`src/rtl/lc3_io_pkg.sv`:
```
// rtl/lc3_io_pkg.sv - shared LC-3 memory-mapped I/O addresses, DSR bit indices and tx state encoding
package lc3_io_pkg;

    localparam logic [15:0] KBSR_ADDR = 16'hFE00;
    localparam logic [15:0] KBDR_ADDR = 16'hFE02;
    localparam logic [15:0] DSR_ADDR  = 16'hFE04;
    localparam logic [15:0] DDR_ADDR  = 16'hFE06;

    localparam int READY_BIT = 15;
    localparam int IE_BIT    = 14;

    typedef enum logic [1:0] {
        IDLE,
        START,
        DATA,
        STOP
    } tx_state_t;

endpackage

```
`src/rtl/lc3_display_tx_uart_tx_core.sv`:
```
// rtl/lc3_display_tx_uart_tx_core.sv - 8N1 serialiser: baud counter, shifter and frame FSM
module uart_tx_core
    import lc3_io_pkg::*;
#(
    parameter int CLKS_PER_BIT = 16
) (
    input  logic       clk,
    input  logic       rst_n,
    input  logic       start,
    input  logic [7:0] data,
    output logic       busy,
    output logic       done,
    output logic       tx
);

    // CLKS_PER_BIT must be at least 2 so the baud counter has at least one bit.
    localparam int BAUD_W = $clog2(CLKS_PER_BIT);
    localparam logic [BAUD_W-1:0] BAUD_MAX = BAUD_W'(CLKS_PER_BIT - 1);

    tx_state_t         state_q, state_d;
    logic [BAUD_W-1:0] baud_q, baud_d;
    logic [2:0]        bit_q, bit_d;
    logic [7:0]        shift_q, shift_d;
    logic              tx_q, tx_d;
    logic              bit_end;

    assign bit_end = (baud_q == BAUD_MAX);
    assign busy    = (state_q != IDLE);
    assign tx      = tx_q;

    // State and datapath registers; reset abandons any frame and parks tx high.
    always_ff @(posedge clk or negedge rst_n) begin
        if (!rst_n) begin
            state_q <= IDLE;
            baud_q  <= '0;
            bit_q   <= '0;
            shift_q <= '0;
            tx_q    <= 1'b1;
        end else begin
            state_q <= state_d;
            baud_q  <= baud_d;
            bit_q   <= bit_d;
            shift_q <= shift_d;
            tx_q    <= tx_d;
        end
    end

    // Next-state logic; tx is registered so the line changes on the same edge as the state.
    always_comb begin
        state_d = state_q;
        baud_d  = baud_q;
        bit_d   = bit_q;
        shift_d = shift_q;
        tx_d    = tx_q;
        done    = 1'b0;
        unique case (state_q)
            IDLE: begin
                tx_d = 1'b1;
                if (start) begin
                    state_d = START;
                    baud_d  = '0;
                    bit_d   = '0;
                    shift_d = data;
                    tx_d    = 1'b0;
                end
            end
            START: begin
                if (bit_end) begin
                    state_d = DATA;
                    baud_d  = '0;
                    tx_d    = shift_q[0];
                end else begin
                    baud_d = baud_q + 1'b1;
                end
            end
            DATA: begin
                if (bit_end) begin
                    baud_d = '0;
                    bit_d  = bit_q + 1'b1;
                    if (bit_q == 3'd7) begin
                        state_d = STOP;
                        tx_d    = 1'b1;
                    end else begin
                        shift_d = {1'b0, shift_q[7:1]};
                        tx_d    = shift_q[1];
                    end
                end else begin
                    baud_d = baud_q + 1'b1;
                end
            end
            STOP: begin
                if (bit_end) begin
                    state_d = IDLE;
                    baud_d  = '0;
                    done    = 1'b1;
                end else begin
                    baud_d = baud_q + 1'b1;
                end
            end
            default: begin
                state_d = IDLE;
                tx_d    = 1'b1;
            end
        endcase
    end

endmodule

```
`src/rtl/lc3_display_tx.sv`:
```
// rtl/lc3_display_tx.sv - LC-3 display device (DSR/DDR) with UART output; LC3_DISPLAY_IE_EN enables IE/irq
module lc3_display_tx
    import lc3_io_pkg::*;
#(
    parameter int CLKS_PER_BIT = 16,
    parameter int DATA_W       = 16
) (
    input  logic              clk,
    input  logic              rst_n,
    input  logic [15:0]       addr,
    input  logic              wr_en,
    input  logic [DATA_W-1:0] wdata,
    input  logic              rd_en,
    output logic [DATA_W-1:0] rdata,
    output logic              tx,
    output logic              irq
);

    logic       dsr_hit;
    logic       ddr_hit;
    logic       accept;
    logic       done;
    logic       busy;
    logic       ready;
    logic       ie;
    logic [7:0] ddr_byte;
    logic       unused_wdata_hi;

    assign dsr_hit = (addr == DSR_ADDR);
    assign ddr_hit = (addr == DDR_ADDR);
    // ready is sampled before its own update, so a write on the edge ready rises is dropped.
    assign accept  = wr_en & ddr_hit & ready & ~busy;

    assign unused_wdata_hi = ^wdata[DATA_W-1:8];

    uart_tx_core #(
        .CLKS_PER_BIT (CLKS_PER_BIT)
    ) u_core (
        .clk   (clk),
        .rst_n (rst_n),
        .start (accept),
        .data  (wdata[7:0]),
        .busy  (busy),
        .done  (done),
        .tx    (tx)
    );

    // ready drops on an accepted DDR write and returns on the final stop-bit edge.
    always_ff @(posedge clk or negedge rst_n) begin
        if (!rst_n) begin
            ready <= 1'b1;
        end else if (accept) begin
            ready <= 1'b0;
        end else if (done) begin
            ready <= 1'b1;
        end
    end

    // DDR holds the last accepted byte; writes while busy leave it untouched.
    always_ff @(posedge clk or negedge rst_n) begin
        if (!rst_n) begin
            ddr_byte <= '0;
        end else if (accept) begin
            ddr_byte <= wdata[7:0];
        end
    end

`ifdef LC3_DISPLAY_IE_EN
    logic irq_q;

    // IE is the only writable DSR bit.
    always_ff @(posedge clk or negedge rst_n) begin
        if (!rst_n) begin
            ie <= 1'b0;
        end else if (wr_en && dsr_hit) begin
            ie <= wdata[IE_BIT];
        end
    end

    // Registered interrupt request, one cycle behind ready and IE.
    always_ff @(posedge clk or negedge rst_n) begin
        if (!rst_n) begin
            irq_q <= 1'b0;
        end else begin
            irq_q <= ready & ie;
        end
    end

    assign irq = irq_q;
`else
    assign ie  = 1'b0;
    assign irq = 1'b0;
`endif

    // Side-effect-free register read mux.
    always_comb begin
        rdata = '0;
        if (rd_en) begin
            if (dsr_hit) begin
                rdata[READY_BIT] = ready;
                rdata[IE_BIT]    = ie;
            end else if (ddr_hit) begin
                rdata[7:0] = ddr_byte;
            end
        end
    end

endmodule

```
`config.mk`:
```
export PLATFORM = sky130hd
export DESIGN_NAME = lc3_display_tx
export DESIGN_NICKNAME = d
export VERILOG_FILES = /design/src/rtl/lc3_io_pkg.sv /design/src/rtl/lc3_display_tx_uart_tx_core.sv /design/src/rtl/lc3_display_tx.sv
export SDC_FILE = /design/constraint.sdc
export NUM_CORES = 1
export LEC_CHECK = 0
export CELL_PAD_IN_SITES_DETAIL_PLACEMENT = 2
export CELL_PAD_IN_SITES_GLOBAL_PLACEMENT = 2
export CORE_MARGIN = 4
export CORE_UTILIZATION = 28
export DETAILED_ROUTE_END_ITERATION = 16
export HOLD_SLACK_MARGIN = 0.03
export PLACE_DENSITY = 0.83
export SLEW_MARGIN = 25
export SYNTH_ARGS = -nofsm -noshare
export SYNTH_HDL_FRONTEND = slang
export SYNTH_SLANG_ARGS = --single-unit
```
`constraint.sdc`:
```
create_clock -name clk -period 3 [get_ports clk]
set_input_delay 0.75 -clock clk [delete_from_list [all_inputs] [get_ports clk]]
set_output_delay 0.75 -clock clk [all_outputs]
set_load 0.01 [all_outputs]
```
=== Word-level counts from Yosys, hierarchy flattened ===
Cells that the tools add are included.

* Bitwise operators: 4
* Equal/unequal tests: 13
* Mux-type cells: 30
* Reduce and logical (&&, ||, !) cells: 10
* Add/subtract/negate cells: 2

{| class="wikitable"
|+ Operator list
! kind !! number
|-
| 8-bit 2-to-1 mux || 6
|-
| 16-bit equality test, second input constant || 2
|-
| 8-bit case mux with 2 select lines || 1
|-
| 2-bit 2-to-1 mux || 7
|-
| 1-bit 2-to-1 mux || 8
|-
| 4-bit 2-to-1 mux || 2
|-
| 2-bit by 1-bit != test with 1-bit output, second input constant || 4
|-
| 2-bit case mux with 4 select lines || 1
|-
| 4-bit case mux with 2 select lines || 1
|-
| 3-bit 2-to-1 mux || 2
|-
| 3-bit case mux with 2 select lines || 1
|-
| 3-bit AND reduction || 2
|-
| 2-bit nonzero test || 3
|-
| 5-bit AND reduction || 1
|-
| 4-bit by 1-bit adder with 4-bit output, second input constant || 1
|-
| 2-bit equality test, second input constant || 2
|-
| 4-bit equality test, second input constant || 1
|-
| 2-bit != test, second input constant || 2
|-
| 4-bit AND reduction || 1
|-
| 3-bit by 1-bit adder with 3-bit output, second input constant || 1
|-
| 1-bit AND || 3
|-
| 3-bit equality test, second input constant || 1
|-
| 1-bit case mux with 3 select lines || 1
|-
| 3-bit nonzero test || 1
|-
| other kinds (4) || 4
|}

* Logic and storage cells: 66
* Bits in registers: 27
* Output and inout port bits: 18
* Input port bits: 36

=== Depth between registers and ports, before layout ===
Gate-level depths: netlist (run 1).

* Word-level depth: 6
* Mapped depth: 8

=== Modules after synthesis ===
A second synthesis (run 1) with hierarchy kept.

* Cells, all modules: 167
* Area total of the unflattened synthesis: 1651.6 sq um

{| class="wikitable"
|+ By module, submodules not included
! module !! cells an instance !! instances !! area each (sq um)
|-
| uart_tx_core || 114 || 1 || 1089.8
|-
| lc3_display_tx || 53 || 1 || 561.8
|}

=== Least setup slack after synthesis (run 1) ===
No wires, ideal clock.

* Path type: in2out
* Start point: input port addr[5]
* End point: output port rdata[0]
* Arrival time: 2.163 ns
* Data required time: 2.250 ns
* Path buffers: 0
* Slack: 0.087 ns
* Cell stages on the path: 5
* Path through: or4b_2 > nor4_1 > nand3_1 > nor2_1 > and2_1

* Longest elaborated chain between the ends: 4
* Elaborated cells on any way between the ends: 5

{| class="wikitable"
|+ Ends and longest elaborated chain
! what !! line !! RTL
|-
| start, declared || lc3_display_tx.sv:10 || <nowiki>input logic [15:0] addr,</nowiki>
|-
| 16-bit equality test || lc3_display_tx.sv:30 || <nowiki>assign ddr_hit = (addr == DDR_ADDR);</nowiki>
|-
| 8-bit 2-to-1 mux || lc3_display_tx.sv:102 || <nowiki>end else if (ddr_hit) begin</nowiki>
|-
| 8-bit 2-to-1 mux * || lc3_display_tx.sv:99 || <nowiki>if (dsr_hit) begin</nowiki>
|-
| 8-bit 2-to-1 mux * || lc3_display_tx.sv:98 || <nowiki>if (rd_en) begin</nowiki>
|-
| end, declared || lc3_display_tx.sv:14 || <nowiki>output logic [DATA_W-1:0] rdata,</nowiki>
|}

Every way passes the cells marked *; elsewhere a longest branch is shown, timed or not.

=== Worst setup path in the final report (run 1) ===
* Start point: input port addr[4]
* End point: output port rdata[15]

* Longest elaborated chain between the ends: 3

{| class="wikitable"
|+ Ends and longest elaborated chain
! what !! line !! RTL
|-
| 16-bit equality test || lc3_display_tx.sv:29 || <nowiki>assign dsr_hit = (addr == DSR_ADDR);</nowiki>
|-
| 2-bit 2-to-1 mux || lc3_display_tx.sv:99 ||
|-
| 2-bit 2-to-1 mux || lc3_display_tx.sv:98 ||
|}

Every way passes these cells.

==> results of run 1 <==
==> registers in the layout, summed over array words and instances, names as in the netlist <==
signal          flops
ddr_byte            8
ready               1
u_core.baud_q       4
u_core.bit_q        3
u_core.shift_q      8
u_core.state_q      2
u_core.tx           1
==> layout make-up <==
class                   instances  share of cell area (%)
multi-input cells             117                    42.5
flip-flops and latches         27                    30.4
repair buffers                 47                    19.8
well taps                      72                    4.04
clock buffers                   3                    1.85
inverters                       6                    1.01
clock inverters                 1                   0.336
==> power by group <==
part / internal, mW / switching (mW)
Sequential: 0.368 / 0.00246
Combinational: 0.0433 / 0.0292
Clock: 0.0947 / 0.125
==> repair_timing <==
action                                  4_1_cts  5_1_grt
setup buffers                                 2        1
pin swaps                                     7       11
gates resized for setup                      74        9
endpoints found under the hold margin         0        0
endpoints found under the setup margin        9        9
==> metal layers <==
layer | share of wire, % | GRT usage [%]
met1 | 42 | 16.6
met2 | 53 | 26.9
met5 | 0 | 0
met3 | 3.3 | 2.04
met4 | 1.3 | 4.75
==> cells in the final DEF (no fill, tap or decap), types with 3 or more instances in the layout <==
cell type        count
mux2_4               6
dfrtp_1             25
a21oi_1              5
buf_6               11
inv_1                6
clkbuf_8             3
a211o_1              3
nand2_1              3
conb_1               8
buf_2                3
o21ai_0              6
ha_1                 8
nor2_1              12
and3_1               4
dlygate4sd2_1        3
clkdlybuf4s50_1     21
mux2_2              15
and2_4               8
buf_4                9
nand3_1              7
mux2i_1              3
==> kinds of logic (layout without fill, tap and decap cells) <==
kind of cell	after synthesis	count (layout)	share of synthesized area, %
buf+inv	20	57	6.89
compound gates	23	23	9.69
simple gates	54	54	18.6
other cells	1	8	0.227
fa+ha+maj	8	8	6.06
mux	24	24	17.5
flops	27	27	41.0
==> final timing paths <==
path	to	slack (ns)	cells after the start
setup / recovery	rdata[15]	-0.01	7
hold / removal	u_core.shift_q[5]$_DFFE_PN0P_	0.52	1
setup reg to reg	u_core.state_q[1]$_DFFE_PN0P_	0.92	7
hold reg to reg	u_core.shift_q[5]$_DFFE_PN0P_	0.52	1
max in group asynchronous	ready$_DFFE_PN1P_	1.84	2
min in group asynchronous	u_core.shift_q[1]$_DFFE_PN0P_	0.85	2
==> synthesized netlist by cell type (2+ instances only) <==
library cell  number
dfrtp_1           25
mux2_2            15
nor2_1            13
and2_1             8
buf_4              8
ha_1               8
nand3_1            8
inv_1              6
mux2_4             6
o21ai_0            6
a21oi_1            5
and3_1             4
clkbuf_1           4
nand2_1            4
a211o_1            3
mux2i_1            3
a21o_1             2
dfstp_2            2
nand2b_1           2
nand3b_1           2
nor3b_1            2
nor4_1             2
o41ai_1            2
==> stage by stage <==
step	setup TNS [ns]	std cells	util (%)
6_report	-0.00991	273	39.8
5_1_grt	-0.731	273	39.8
4_1_cts	0	272	39.2
3_5_place_dp	-10.36	266	37.5
3_3_place_gp	-8.58	266	37.5
2_1_floorplan	0	164	-
==> critical path: cells and delay by family <==
kind,cells,cell delay (ns)
simple gates,4,1.10
buf+inv,3,0.41
==> results.cfg, run 1 <==
[status]
status = finished, violations left
failed_checks = setup timing

[sta]
fin_ws_ns = -0.00991
hold_violations = 0
hold_slack_ns = 0.516
finalMaxSlewViolations = 0
fmax_ghz = 0.332
fin_worst_skew_ns = 0.00901
setup_violations = 1
finalCriticalPeriod_ns = 3.01
finalCritPeriodShare_pct = 100
rsz0062_at_grt = yes

[pwr]
vdd_ir_drop_max_mv = 0.173
p_total_mw = 0.663
pwr_density_cell_nw_per_um2 = 297
leakage_nw = 1.07

[yosys]
synth-edff-count = 0
synth.top_cell.area_share_pct = 37.9
async_flop_share_pct = 100
synth-main-ff-cell = dfrtp_1
yosys.area.top_type = dfrtp_1
syn_avg_cell_area_sq_um = 10.5
syn_area_sq_um = 1650
ys_seq_area_share_pct = 41.0
syn-instance-count = 157
ys_top_cells_by_area = dfrtp_1 38%, mux2_2 10%, ha_1 6.1%
ys_ff_latch = 27
ys_warn_count = 0
netlist-cell-type-count = 40

[hold_path]
hp-start = u_core.shift_q[5]$_DFFE_PN0P_
hold_class = reg -> reg

[global_route]
gr-total-overflow = 0
grt_usage_pct = 14.3
grt_pass1_vias = 1557
grt_pass1_wl_um = 8140
antenna_found_initial = 0
grt_start_max_net_pins = 28

[route]
vias_per_cell = 4.92
ant_nets = 0
wl_per_cell_um = 18.3
wl_um = 5000
drt_iter0_markers = 46
drtPass1Iterations = 3
vias = 1343
drc = 0

[floorplan]
ioPinCount = 54
initial_core_util_pct = 29.5
dieWidth_um = 84.8
coreArea_sq_um = 5610
die_y_um = 84.8
num_rows = 27
die_area_sq_um = 7200

[setup_path]
cp-start-kind = input port
critPathCaptureType = output pin
max_stage_delay_ns = 0.54
setup.worst_path.class = in -> out
cp_max_fo = 2
critical_path_arrival_ns = 2.26
crit_start = addr[4]
critical_path_required_ns = 2.25
slowest_stage = or4b_4
path_cells = buf_6 -> or4b_4 -> nor4_4 -> nand3_2 -> buf_4 -> nor3b_4 -> buf_2
regToRegStartpoint = u_core.state_q[1]$_DFFE_PN0P_

[clock_tree]
clkTransAtPathRegs_ns = 0.10
cts-root-buf = clkbuf_8
cts_tree = built
h-tree-depth = 1
clkLatencyLatePin_ns = 0.28
numCtsBuffers = 3
clock_sinks = 27
clk_path_buf_depth = 2
cts_hold_buffers = 0

[cells_and_area]
multi_input_area_sq_um = 950
final_cell_area_sq_um = 2230
drive_above_1_share_pct = 34.3
nets = 246
n_fill_cell = 621
ff_latch_area_sq_um = 678
n_antenna_cell = 0
layout-area-overhead-vs-synth_pct = 35.0

[placed_design]
place_ws_ns = -1.04
gp_congestion = 0.766
place_hpwl_um = 3700
dpl_cell_area_sq_um = 2100
port_buffers = 37

[run]
maxCapViolations = 0
No activity file was read; power rests on OpenSTA's default activity.
==> run 2: changes to the inputs <==
--- a/config.mk
+++ b/config.mk
@@ -8,11 +8,14 @@
 export CELL_PAD_IN_SITES_DETAIL_PLACEMENT = 2
 export CELL_PAD_IN_SITES_GLOBAL_PLACEMENT = 2
 export CORE_MARGIN = 4
-export CORE_UTILIZATION = 28
+export CORE_UTILIZATION = 27
 export DETAILED_ROUTE_END_ITERATION = 16
 export HOLD_SLACK_MARGIN = 0.03
-export PLACE_DENSITY = 0.83
+export MAX_ROUTING_LAYER = met4
+export PLACE_DENSITY = 0.82
+export SKIP_CTS_REPAIR_TIMING = 1
 export SLEW_MARGIN = 25
 export SYNTH_ARGS = -nofsm -noshare
 export SYNTH_HDL_FRONTEND = slang
+export SYNTH_HIERARCHICAL = 1
 export SYNTH_SLANG_ARGS = --single-unit
==> run 2 against run 1 <==
The flow still finishes with violations (setup timing). Maximum frequency is 0.63% lower. Non-clock buffer count increased by 5. Register-to-register slack got worse by 0.48 ns. First-iteration DRC count is 48% higher.
==> results.cfg, run 2 <==
[placed_design]
dpl_cell_area_sq_um = 2190
gp_congestion = 0.765
port_buffers = 37
place_hpwl_um = 3820
dp_cells = 288

[cells_and_area]
utilization_pct = 38.6
n_antenna_cell = 0
largestRegisters = ddr_byte: 8 flops, u_core/shift_q: 8 flops, u_core/baud_q: 4 flops
nets = 264
final_cell_area_sq_um = 2290
final_cell_mix = 25 x dfrtp_1, 22 x clkdlybuf4s50_1, 13 x buf_4
final_cells = 292
layout-area-overhead-vs-synth_pct = 38.4
final_common_cell = dfrtp_1
drive_above_1_share_pct = 28.6

[sta]
maxSlewHeadroom_pct = 60.4
fin_ws_ns = -0.0289
finalCritPeriodShare_pct = 101
worst_pin_slew_ns = 0.593
fin_worst_skew_ns = 0.00549
fin_tns_setup_ns = -0.186
setup_violations = 8
hold_violations = 0
rsz0062_at_grt = yes
finalCriticalPeriod_ns = 3.03
fmax_ghz = 0.330
finalMaxSlewViolations = 0

[yosys]
ys_ff_latch = 27
async_flop_share_pct = 100
ys_top_cells_by_area = dfrtp_1 38%, ha_1 7.6%, mux2_2 5.5%
synth-edff-count = 0
yosysMostFrequentCell = dfrtp_1
syn-instance-count = 167
ys_seq_area_share_pct = 41.1
syn_avg_cell_area_sq_um = 9.89
syn_area_sq_um = 1650
netlist-cell-type-count = 48
synth.top_cell.area_share_pct = 37.9
synth-main-ff-cell = dfrtp_1
yosys.area.top_type = dfrtp_1
ys_warn_count = 6
synth_common_cells = 25 x dfrtp_1, 12 x o22ai_1, 10 x ha_1, 10 x nor2_1

[setup_path]
path_cells = buf_6 -> or4_4 -> nor4_4 -> and4_1 -> buf_6 -> and2_4 -> buf_6
reg2reg_to = u_core/shift_q[3]$_DFFE_PN0P_
regToRegStartpoint = u_core/state_q[0]$_DFFE_PN0P_
regToRegSetupSlack_ns = 0.44
slowest_stage = or4_4
critical_path_required_ns = 2.25
cpMostUsedCell = buf_6
ff2ff_path_depth = 10
crit_start = addr[4]
setup.worst_path.class = in -> out
critical_path_arrival_ns = 2.28
cp-endpoint = rdata[0]
max_stage_delay_ns = 0.54
cp_max_fo = 8
critPathCaptureType = output pin
cp-start-kind = input port

[clock_tree]
h-tree-depth = 1
clkLatencyLatePin_ns = 0.28
numCtsBuffers = 3
cts-root-buf = clkbuf_8
clkTransAtPathRegs_ns = 0.10
clk_path_buf_depth = 2
clock_sinks = 27
cts_tree = built

[route]
drt_iter0_markers = 68
vias_per_cell = 5.07
wl_um = 5340
wl_per_cell_um = 18.3
vias = 1480
ant_nets = 0
drc = 0
drtPass1Iterations = 4

[pwr]
net-switching-power_mw = 0.152
leakage_nw = 1.02
sw_frac_of_total_pct = 23.5
pwr-share-seq_pct = 56.3
pwr_density_cell_nw_per_um2 = 282
pwr-share-clk_pct = 34.2
vdd_ir_drop_max_mv = 0.175
power_frac_comb_pct = 9.5
power.internal_mw = 0.494

[floorplan]
coreArea_sq_um = 5920
die_area_sq_um = 7430
ioPinCount = 54
initial_core_util_pct = 27.9
die_y_um = 86.2
num_rows = 28
dieWidth_um = 86.2

[run]
maxCapViolations = 0

[global_route]
antenna_found_initial = 0
grt_pass1_wl_um = 8640
grt_usage_pct = 15.1
grt_pass1_vias = 1654
grt_start_max_net_pins = 28
gr-total-overflow = 0

[status]
failed_checks = setup timing
status = finished, violations left

[hold_path]
hold_class = reg -> reg
run 2: cell types whose count changed after synthesis, moves of 4 or more:
cell     before  now
mux2_2       15    8
nand2_1       4    9
nand3_1       8    4
o22ai_1       0   12
mux2_4        6    0
run 2: layer usage:
| layer | routed length [um] | track usage [%] | up-vias |
|---|---|---|---|
| met5 | 0 | - | - |
| met4 | 30 | 2.97 | 0 |
| met3 | 147 | 2.19 | 4 |
| met2 | 2940 | 27.8 | 24 |
| met1 | 2220 | 17.4 | 753 |
| li1 | - | - | 699 |
run 2: metrics by stage:
step	power (mW)	worst slack, ns	hold WS [ns]
2_1_floorplan	0.388	0.000483	0.454
3_3_place_gp	0.431	-0.934	0.487
6_report	0.646	-0.0289	0.514
3_5_place_dp	0.432	-1.05	0.492
4_1_cts	0.658	-1.04	0.518
5_1_grt	0.680	-0.120	0.551
run 2: cells by family (layout without fill, tap and decap cells):
kind of cell | count (synthesis) | after routing | synth area share (%)
flops | 27 | 27 | 41.1
buf+inv | 19 | 62 | 6.97
fa+ha+maj | 10 | 10 | 7.58
mux | 9 | 9 | 6.14
compound gates | 44 | 44 | 17.4
other cells | 1 | 8 | 0.227
simple gates | 57 | 57 | 20.6
run 2: power by group through the flow:
stage / registers, mW / clock network (mW) / logic (mW)
finish: 0.364 / 0.221 / 0.0613
global route: 0.364 / 0.249 / 0.0670
detailed placement: 0.371 / 0 / 0.0614
CTS: 0.364 / 0.233 / 0.0618
global placement: 0.371 / 0 / 0.0597
floorplan: 0.371 / 0 / 0.0168
run 2: worst max-delay path, delay by kind of cell:
| family | cells | cell delay, ns |
|---|---|---|
| AND/OR/NAND/NOR | 4 | 1.19 |
| buffers and inverters | 3 | 0.33 |
run 2: worst min-delay path by stage:
stage	cells after the start	end	from	slack, ns
floorplan	0	ddr_byte[0]$_DFFE_PN0P_	rst_n	0.45
global placement	1	ddr_byte[7]$_DFFE_PN0P_	ddr_byte[7]$_DFFE_PN0P_	0.49
detailed placement	1	u_core/shift_q[7]$_DFFE_PN0P_	u_core/shift_q[7]$_DFFE_PN0P_	0.49
CTS	1	u_core/shift_q[7]$_DFFE_PN0P_	u_core/shift_q[7]$_DFFE_PN0P_	0.52
global route	1	u_core/baud_q[3]$_DFFE_PN0N_	u_core/baud_q[3]$_DFFE_PN0N_	0.55
finish	2	u_core/tx$_DFFE_PN1P_	u_core/tx$_DFFE_PN1P_	0.51
run 2: layout make-up:
| class | count | area, sq um |
|---|---|---|
| fillers | 643 | 3630 |
| well taps | 75 | 93.8 |
| flip-flops and latches | 27 | 678 |
| clock buffers | 3 | 41.3 |
| clock inverters | 1 | 7.51 |
| repair buffers | 52 | 503 |
| inverters | 6 | 22.5 |
| multi-input cells | 128 | 940 |
==> run 3: changes to the inputs <==
--- a/config.mk
+++ b/config.mk
@@ -12,7 +12,7 @@
 export DETAILED_ROUTE_END_ITERATION = 16
 export HOLD_SLACK_MARGIN = 0.03
 export MAX_ROUTING_LAYER = met4
-export PLACE_DENSITY = 0.82
+export PLACE_DENSITY = 0.8
 export SKIP_CTS_REPAIR_TIMING = 1
 export SLEW_MARGIN = 25
 export SYNTH_ARGS = -nofsm -noshare
==> run 3 against run 2 <==
The run still ends with setup timing left. Count of clock-buffer cells in the layout stayed put. Worst hold slack lost 0.0028 ns. Clock power about the same. Via count fell by 0.68%. Combinational power grew 2%. Global-route usage is 0.86 points lower. Final cell count up 1.0%. Routed wire length decreased by 2.6%. Die area unchanged. Critical path type unchanged. Critical endpoint is now rdata[1].
==> results.cfg, run 3 (synthesis results as in run 2) <==
[pwr]
pwr_density_cell_nw_per_um2 = 281
p_total_mw = 0.648
vdd_ir_drop_max_mv = 0.287
leakage_nw = 1.05

[sta]
fin_ws_ns = -0.0484
rsz0062_at_grt = yes
finalCritPeriodShare_pct = 102
maxSlewHeadroom_pct = 61.2
fmax_ghz = 0.328
finalCriticalPeriod_ns = 3.05
setup_violations = 9
fin_worst_skew_ns = 0.00696
finalMaxSlewViolations = 0
worst_pin_slew_ns = 0.582
hold_violations = 0

[setup_path]
regToRegSetupSlack_ns = 0.42
path_delay_family = simple AND/OR/NAND/NOR gates
reg2reg_to = u_core/shift_q[3]$_DFFE_PN0P_
setup.worst_path.class = in -> out
cp-start-kind = input port
critical_path_arrival_ns = 2.30
critical_path_required_ns = 2.25
max_stage_delay_ns = 0.47
cp_max_fo = 8
path_cells = clkdlybuf4s50_1 -> nand4_1 -> nor4_4 -> and4_1 -> buf_6 -> and2_4 -> buf_6
crit_start = addr[12]
regToRegStartpoint = u_core/state_q[0]$_DFFE_PN0P_
slowest_stage = clkdlybuf4s50_1
critPathCaptureType = output pin
ff2ff_path_depth = 10
cpMostUsedCell = buf_6
cp.depth = 7
cp-endpoint = rdata[1]
critPathBufInv = 3

[cells_and_area]
final_common_cell = dfrtp_1
n_antenna_cell = 0
drive_above_1_share_pct = 29.1
largestRegisters = ddr_byte: 8 flops, u_core/shift_q: 8 flops, u_core/baud_q: 4 flops
final_cell_mix = 25 x dfrtp_1, 21 x clkdlybuf4s50_1, 16 x buf_4
layout-area-overhead-vs-synth_pct = 39.7
final_cells = 295
nets = 267

[route]
wl_per_cell_um = 17.6
wl_um = 5200
vias = 1470
drt_iter0_markers = 58
vias_per_cell = 4.98
drtPass1Iterations = 2
ant_nets = 0
drc = 0

[placed_design]
port_buffers = 37
gp_congestion = 0.765
dp_cells = 290
place_hpwl_um = 3890

[clock_tree]
numCtsBuffers = 3
h-tree-depth = 1
clock_sinks = 27
clkLatencyLatePin_ns = 0.28
clkTransAtPathRegs_ns = 0.10
cts_tree = built
clk_path_buf_depth = 2
cts-root-buf = clkbuf_8

[global_route]
antenna_found_initial = 0
met3_usage_pct = 2.28
grt_pass1_wl_um = 8280
use_met1_pct = 17.0
top_usage_layer = met2
use_met2_pct = 25.6
grt_pass1_vias = 1616
gr-total-overflow = 0
grt_usage_pct = 14.2
grt_start_max_net_pins = 28

[floorplan]
die_y_um = 86.2
dieWidth_um = 86.2
coreArea_sq_um = 5920
num_rows = 28
initial_core_util_pct = 27.9
die_area_sq_um = 7430
ioPinCount = 54

[hold_path]
hp-start = u_core/shift_q[7]$_DFFE_PN0P_
hold_class = reg -> reg

[run]
maxCapViolations = 0

[status]
status = finished, violations left
failed_checks = setup timing
[run 3: changes by cell type in the layout (fill, tap and decap cells not counted)]
cell	delta
buf_4	+3
clkdlybuf4s50_1	-1
clkinvlp_4	-1
dlymetal6s2s_1	+1
inv_6	+1
nand3_1	+1
nand3_2	-1
[run 3: worst min-delay path by stage]
stage / endpoint / slack (ns) / cells past startpoint
floorplan: ddr_byte[0]$_DFFE_PN0P_ / 0.45 / 0
global placement: ddr_byte[5]$_DFFE_PN0P_ / 0.48 / 1
detailed placement: ddr_byte[2]$_DFFE_PN0P_ / 0.49 / 1
CTS: ddr_byte[6]$_DFFE_PN0P_ / 0.52 / 1
global route: u_core/shift_q[7]$_DFFE_PN0P_ / 0.54 / 1
finish: u_core/shift_q[7]$_DFFE_PN0P_ / 0.51 / 1
[run 3: area by class of cell]
type	count	area, sq um
fillers	644	3610
well taps	75	93.8
inverters	6	22.5
flip-flops and latches	27	678
repair buffers	55	528
multi-input cells	128	935
clock buffers	3	41.3
clock inverters	1	8.76
[run 3: stage by stage]
stage                     setup WS (ns)  utilization, %  hold slack [ns]  cell area (sq um)  setup TNS, ns
final                           -0.0484            39.0            0.512               2310         -0.382
after detailed placement         -0.953            37.2            0.490               2200         -17.81
after global routing             -0.119            39.0            0.537               2310          -1.02
after global placement           -0.941            37.2            0.483               2200         -16.60
after CTS                        -0.966            38.0            0.517               2250         -12.71
after floorplan                0.000483               -            0.454               1690              0
[run 3: power by group]
| part | switching (mW) | leakage (nW) | internal, mW |
|---|---|---|---|
| sequential | 0 | 0.350 | 0.364 |
| clock | 0.124 | 0.0261 | 0.0978 |
| combinational | 0.0262 | 0.676 | 0.0365 |
| total | 0.150 | 1.05 | 0.498 |
[run 3: per-layer routing]
metal	routed length, um	vias to the layer above
li1	-	701
met1	2230	750
met2	2850	17
met3	97	2
met4	24	0
met5	0	-
==> patch, RTL diff (settings of run 2) <==
`DATA_W`: 16 -> 20.
--- a/src/rtl/lc3_display_tx.sv
+++ b/src/rtl/lc3_display_tx.sv
@@ -3,7 +3,7 @@
     import lc3_io_pkg::*;
 #(
     parameter int CLKS_PER_BIT = 16,
-    parameter int DATA_W       = 16
+    parameter int DATA_W       = 20
 ) (
     input  logic              clk,
     input  logic              rst_n,
Interface: changed (resized rdata and wdata); port bits go from 54 to 62. The function was not compared with the original's and may differ.
==> patch against run 2 <==
The flow still finishes with violations (setup timing). Via count fell by 1.1%. Hold slack got worse by 2.8 ps. Critical path depth did not move. Cell count rose by 1.0%. Sequential cell count did not move. Register-to-register slack barely moved. Power barely moved. Non-clock buffer count fell by 1. Worst setup slack improved by 12 ps. Routed wire length fell by 1.0%. Synthesized area rose by 1.8%. Cell area rose by 0.11%. Synthesized cell count rose by 2.4%. Critical path type unchanged. Critical endpoint is now rdata[1]. Largest power group unchanged.
==> patch: results (changes against run 2) <==
[run_status]
status = finished with violations
violations = setup timing

[routing]
wl_um = 5290  ; -1.0%
route.vias.total = 1464  ; -1.1%
met2_length_um = 2850  ; -3.3%
wl_met1_um = 2240  ; +0.81%
dr_wl_met3_um = 127  ; -14%

[critical_path]
endpoint = rdata[1]
r2r-end = u_core/shift_q[1]
cp-startpoint = addr[0]

[timing]
setup_ws_ps = -17.1  ; +11.7 ps
clock_skew_ps = 2.27  ; -3.22 ps
finalSetupViolCount = 8  ; unchanged
tns_ps = -118  ; +67.6 ps
whs_ps = 512  ; -2.80 ps

[global_routing]
grt_pass1_wl_um = 8560  ; -0.95%
grt_use_met1 = 0.173  ; -0.00112
met3_usage = 0.0218  ; -0.000103
gr-usage-met2 = 0.264  ; -0.0132
grt_usage = 0.149  ; -0.00137
grt_pass1_vias = 1658  ; +0.24%

[pwr]
ir_drop_uv = 181  ; +3.8%
p_leak_nw = 1.04  ; +1.1%
swShare = 0.238  ; +0.00282
p_comb_mw = 0.0632  ; +3%
p_clk_frac = 0.339  ; -0.003

[worst_hold_path]
hold_end = u_core/shift_q[7]
min_path_cells = 1  ; -1
min_from = u_core/shift_q[7]

[floorplan]
start_util = 0.281  ; +0.00175

[cells_and_area]
nets = 271  ; +2.7%
postLayoutCellArea_um2 = 2290  ; +0.11%
diodes = 0  ; unchanged
drive_above_1_share = 0.277  ; -0.00844

[yosys]
synth_common_cells = dfrtp_1, buf_4, o22ai_1, ha_1, nor2_1
syn_avg_cell_area_um2 = 9.83  ; -0.56%
synth.area.top_cells = dfrtp_1, ha_1, buf_4
yosysSeqAreaShare = 0.403  ; -0.00733

[place]
routabilityCongestion = 0.813  ; +6.4%
place_area_um2 = 2190  ; +0.34%
dp.cells = 291  ; +1.0%

patch: changes by cell type after synthesis, sizes merged:
cell | run 2 | this run
buf | 12 | 16
patch: final cells by class:
class / instances / area share
clock buffer: 3 / 0.0180
clock inverter: 1 / 0.00219
inverter: 6 / 0.00984
multi-input combinational: 132 / 0.416
sequential: 27 / 0.296
tap: 75 / 0.0410
timing repair buffer: 51 / 0.217
patch: worst max-delay path, delay by kind of cell:
family,cells,cell delay [ps]
buf+inv,3,330
simple gates,4,1180
patch: kinds of logic (layout without fill, tap and decap cells):
| group | after synthesis | count (layout) | synth area share |
|---|---|---|---|
| fa+ha+maj | 10 | 10 | 0.0744 |
| flops | 27 | 27 | 0.403 |
| simple gates | 57 | 57 | 0.202 |
| compound gates | 44 | 44 | 0.171 |
| buf+inv | 23 | 61 | 0.0863 |
| mux | 9 | 9 | 0.0603 |
| other cells | 1 | 12 | 0.00223 |
